### src/rtl/fir_sequencer.sv
// fir_sequencer: control FSM for the FIR datapath behind the AHB-Lite slave.
// Loads the coefficient bank on coefficient confirmation and runs one
// NUM_TAPS-long multiply-accumulate pass per new sample. Every output is
// decoded from registered state; inputs only affect outputs via next state.
//
// Ports:
//   clk, rst          clock (rising edge), asynchronous active-high reset
//   data_ready        pulse: new sample written by slave
//   new_coeff_set     pulse: coefficient confirmation written
//   overflow          datapath overflow, only looked at during MAC cycles
//   coef_load         copy coefficient register coef_idx into datapath bank
//   coef_idx, tap_idx coefficient / sample-history select
//   sample_shift      push new sample into history
//   acc_clear, acc_en accumulator zero / accumulate
//   result_load       latch accumulator into result register
//   coeff_clear       clear confirmation register in slave
//   busy, err         status bits (err sticky until the next sequence starts)
//   sample_drop       pulse: a sample was lost
module fir_sequencer #(
  parameter int unsigned NUM_TAPS = 4,
  parameter int unsigned IDX_W    = 2
) (
  input  logic             clk,
  input  logic             rst,
  input  logic             data_ready,
  input  logic             new_coeff_set,
  input  logic             overflow,
  output logic             coef_load,
  output logic [IDX_W-1:0] coef_idx,
  output logic [IDX_W-1:0] tap_idx,
  output logic             sample_shift,
  output logic             acc_clear,
  output logic             acc_en,
  output logic             result_load,
  output logic             coeff_clear,
  output logic             busy,
  output logic             err,
  output logic             sample_drop
);

  localparam logic [IDX_W-1:0] LastIdx = IDX_W'(NUM_TAPS - 1);

  typedef enum logic [2:0] {
    StIdle, StLoad, StClr, StShift, StMac, StDone, StErr
  } state_e;

  state_e           state_q, state_d;
  logic [IDX_W-1:0] idx_q, idx_d;
  logic             pend_coef_q, pend_coef_d;
  logic             pend_sample_q, pend_sample_d;
  logic             drop_q, drop_d;

  logic             dispatch;      // state may start a new sequence at this edge
  logic             coef_eff, samp_eff;
  logic             start_load, start_shift;
  logic [1:0]       samp_cnt;      // samples still outstanding after this edge

  always_comb begin
    state_d  = state_q;
    idx_d    = idx_q;
    dispatch = 1'b0;
    // A pulse arriving on the very edge a sequence ends counts as pending, so
    // nothing is stranded in IDLE with a flag set.
    coef_eff = pend_coef_q | new_coeff_set;
    samp_eff = pend_sample_q | data_ready;

    case (state_q)
      StLoad: begin
        if (idx_q == LastIdx) begin
          state_d = StClr;
          idx_d   = '0;
        end else begin
          idx_d = idx_q + 1'b1;
        end
      end
      StShift: begin
        state_d = StMac;
        idx_d   = '0;
      end
      StMac: begin
        if (overflow) begin
          state_d = StErr;
          idx_d   = '0;
        end else if (idx_q == LastIdx) begin
          state_d = StDone;
          idx_d   = '0;
        end else begin
          idx_d = idx_q + 1'b1;
        end
      end
      default: begin
        // IDLE, ERR, CLR, DONE: coefficient load wins over a sample
        dispatch = 1'b1;
        idx_d    = '0;
        if (coef_eff) begin
          state_d = StLoad;
        end else if (samp_eff) begin
          state_d = StShift;
        end else if (state_q == StErr) begin
          state_d = StErr;
        end else begin
          state_d = StIdle;
        end
      end
    endcase

    start_load  = dispatch & coef_eff;
    start_shift = dispatch & ~coef_eff & samp_eff;

    pend_coef_d   = coef_eff & ~start_load;
    samp_cnt      = {1'b0, pend_sample_q} + {1'b0, data_ready} - {1'b0, start_shift};
    pend_sample_d = |samp_cnt;
    // Two outstanding samples cannot both be held: one is lost.
    drop_d        = samp_cnt[1];
  end

  always_ff @(posedge clk or posedge rst) begin
    if (rst) begin
      state_q       <= StIdle;
      idx_q         <= '0;
      pend_coef_q   <= 1'b0;
      pend_sample_q <= 1'b0;
      drop_q        <= 1'b0;
    end else begin
      state_q       <= state_d;
      idx_q         <= idx_d;
      pend_coef_q   <= pend_coef_d;
      pend_sample_q <= pend_sample_d;
      drop_q        <= drop_d;
    end
  end

  always_comb begin
    coef_load    = 1'b0;
    coef_idx     = '0;
    tap_idx      = '0;
    sample_shift = 1'b0;
    acc_clear    = 1'b0;
    acc_en       = 1'b0;
    result_load  = 1'b0;
    coeff_clear  = 1'b0;
    busy         = 1'b0;
    err          = 1'b0;
    sample_drop  = drop_q;
    case (state_q)
      StLoad: begin
        coef_load = 1'b1;
        coef_idx  = idx_q;
        busy      = 1'b1;
      end
      StClr: begin
        coeff_clear = 1'b1;
        busy        = 1'b1;
      end
      StShift: begin
        sample_shift = 1'b1;
        acc_clear    = 1'b1;
        busy         = 1'b1;
      end
      StMac: begin
        acc_en   = 1'b1;
        tap_idx  = idx_q;
        coef_idx = idx_q;
        busy     = 1'b1;
      end
      StDone: begin
        result_load = 1'b1;
        busy        = 1'b1;
      end
      StErr: begin
        err = 1'b1;
      end
      default: ;
    endcase
  end

endmodule

### config.mk
export PLATFORM = sky130hd
export DESIGN_NAME = fir_sequencer
export DESIGN_NICKNAME = d
export VERILOG_FILES = /design/src/rtl/fir_sequencer.sv
export SDC_FILE = /design/constraint.sdc
export NUM_CORES = 1
export LEC_CHECK = 0
export BUFFER_PORTS_ARGS = -buffer_cell sky130_fd_sc_hd__buf_4
export CAP_MARGIN = 15
export CORE_AREA = 2 2 39 41
export CTS_BUF_LIST = sky130_fd_sc_hd__clkbuf_16
export CTS_CLUSTER_DIAMETER = 80
export DETAILED_ROUTE_END_ITERATION = 8
export DIE_AREA = 0 0 41 43
export PLACE_DENSITY_LB_ADDON = 0.08
export SLEW_MARGIN = 15
export SYNTH_ARGS = -nofsm -noshare
export SYNTH_HDL_FRONTEND = slang
export SYNTH_SLANG_ARGS = --single-unit
### constraint.sdc
create_clock -name clk -period 5.1 [get_ports clk]
set_input_delay 1.02 -clock clk [delete_from_list [all_inputs] [get_ports clk]]
set_output_delay 1.02 -clock clk [all_outputs]
set_load 0.05 [all_outputs]
==> flow_summary.toml <==
[status]
outcome = "finished clean"

[sta]
rsz0062_at_grt = "no"
fin_setup_tns_ns = 0
setup_viol = 0
hold-worst-slack_ns = 0.480
relSlewSlack_pct = 69.1
hold_viol_final = 0
drv_slew = 0
fin_skew_ns = 0.00400
min_period_over_period_pct = 48.5
fin_crit_ns = 2.47
tightest_slew_ns = 0.464
max_freq_ghz = 0.404

[final_layout]
finish.net_count = 88
area_growth_syn_to_layout_pct = 32.3
antenna_cells = 0
fin_area_um2 = 779
drive_above_1_share_pct = 42.3
postLayoutCoreUtil_pct = 56.3

[synthesis]
syn_area_per_cell_um2 = 9.66
synthCells = 61
ys_types = 30
yosysMostFrequentCell = "dfrtp_1"
async_reset_ff_share_pct = 100
synth-warning-count = 0
ys_seq_area_share_pct = 34.0
synth-seq-cells = 8
syn_nets = 69
synth.area.top_cells = "dfrtp_1 (34%), ha_1 (6.4%), a21oi_1 (5.1%)"
synth_top_flop_cell = "dfrtp_1"
synth-edff-count = 0
yosysTopAreaCell = "dfrtp_1"
yosysTopAreaCellShare_pct = 34.0
syn_area_um2 = 589
synth_common_cells = "dfrtp_1 (8), a21oi_1 (6), nor2_1 (6), inv_1 (4), nor3_1 (4)"

[floorplan]
row_count = 14
ios = 18
initial_core_util_pct = 42.6
die_h_um = 43
die_area_um2 = 1760
die_w_um = 41
core_um2 = 1380

[cts]
clkTransAtPathRegs_ns = 0.04
clock-sinks = 8
cts_buffers = 3
clockRootBuffer = "clkbuf_16"
ctsHoldBuffers = 0
h-tree-depth = 1
clock_path_buffers = 2
cts_tree = "yes"
cts_resized = 0
cts_setup_buffers = 0
insertion_delay_ns = 0.23

[critical_path]
cp.required_ns = 4.08
r2r_start = "state_q[0]"
crit_path_start = "state_q[0]"
endpoint = "tap_idx[1]"
rr_endpoint = "pend_sample_q"
cp.arrival_ns = 1.45
critPathKind = "reg2out"
critPathMaxFanout = 8
end_kind = "output port"
worst_setup_path_start_kind = "flip-flop"
ff2ff_setup_slack_ns = 3.09
r2r_cells = 8

[power_and_ir_drop]
p_total_mw = 0.596
ir_drop_v = 0.000345
power_density_nw_per_um2 = 765
p_leak_nw = 0.395

[placement]
portBuffers = 17
hpwl_um = 822
place.gp.congestion = 0.711
dpl_cell_area_um2 = 704

[global_routing]
grt_util_all_layers_pct = 16.8
overflow = 0
grt_max_degree = 16
met2_usage_pct = 24.7
grt_pass1_wl_um = 1900
busiest_layer = "met2"
met1_usage_pct = 19.7
grt_pass1_vias = 426
antenna_found_initial = 0
met3_usage_pct = 7.85

[route]
drc_errors = 0
dr.pass1.iters = 4
avgViaCountPerCell = 5.04
drtIter0Drc = 4
ant_nets = 0
drt-total-wl_um = 1170
vias = 474
routedWlPerCell_um = 12.5

[job]
maxCapViolations = 0

[hold_path]
hold_path_class = "reg2reg"
min_path_cells = 1
## flip-flops by register name (all words and copies together) (netlist names)
signal         flops
sample_drop        1
idx_q              2
pend_sample_q      1
state_q            3
pend_coef_q        1
## cell type report
type                       instances  area [um2]
fill                             135         604
tap                               16        20.0
timing repair buffer              17         128
multi-input combinational         46         342
clock buffer                       3        75.1
sequential                         8         200
inverter                           4        15.0
## critical path: stages (launching register included)
cell and delay (ns):
dfrtp_1 0.47, nand2b_4 0.22, nor2_4 0.17, and2_2 0.17, buf_4 0.18
## stage by stage
step	std cells	worst slack (ns)
3_3_place_gp	91	2.56
6_report	94	2.63
3_5_place_dp	91	2.53
2_1_floorplan	61	2.34
5_1_grt	94	2.55
4_1_cts	94	2.62
## cell usage in the layout, fill, tap and decap left out, types with 2 or more instances in the layout
master | synthesis | layout
buf_4 | 1 | 17
dfrtp_1 | 8 | 8
a21oi_1 | 6 | 6
nor2_1 | 6 | 6
nor3_1 | 4 | 4
inv_1 | 4 | 4
and2_2 | 3 | 3
ha_1 | 3 | 3
clkbuf_16 | 0 | 3
nand2b_1 | 2 | 2
nand2b_4 | 2 | 2
o21ai_0 | 2 | 2
and2_1 | 2 | 2
## routing by layer
| metal | share of wire, % | wire [um] |
|---|---|---|
| met5 | 0 | 0 |
| met3 | 4.9 | 57 |
| met2 | 51 | 603 |
| met4 | 1.0 | 12 |
| met1 | 42 | 498 |
## cells by family (layout without fill, tap and decap cells)
logic type	count (synthesis)	after routing	synth area share (%)
AO/OA/AOI/OAI	13	13	15.5
buffers and inverters	7	24	8.07
adder cells (fa/ha/maj)	3	3	6.37
AND/OR/NAND/NOR	29	29	34.6
XOR/XNOR	1	1	1.49
flip-flops	8	8	34.0
## worst min-delay path by stage
| stage | from | endpoint |
|---|---|---|
| 2_1_floorplan | idx_q[0] | idx_q[0] |
| 3_3_place_gp | idx_q[0] | idx_q[0] |
| 3_5_place_dp | idx_q[0] | idx_q[0] |
| 4_1_cts | idx_q[0] | idx_q[0] |
| 5_1_grt | idx_q[0] | idx_q[0] |
| 6_report | idx_q[0] | idx_q[0] |
## report_power, final
| part | internal (mW) | leakage, nW | switching (mW) |
|---|---|---|---|
| registers | 0.0930 | 0.0979 | 0.0422 |
| clock network | 0.101 | 0.0370 | 0.0309 |
| logic | 0.127 | 0.261 | 0.202 |
| total | 0.321 | 0.395 | 0.276 |
Note: power is estimated with default switching activity, not from simulation.
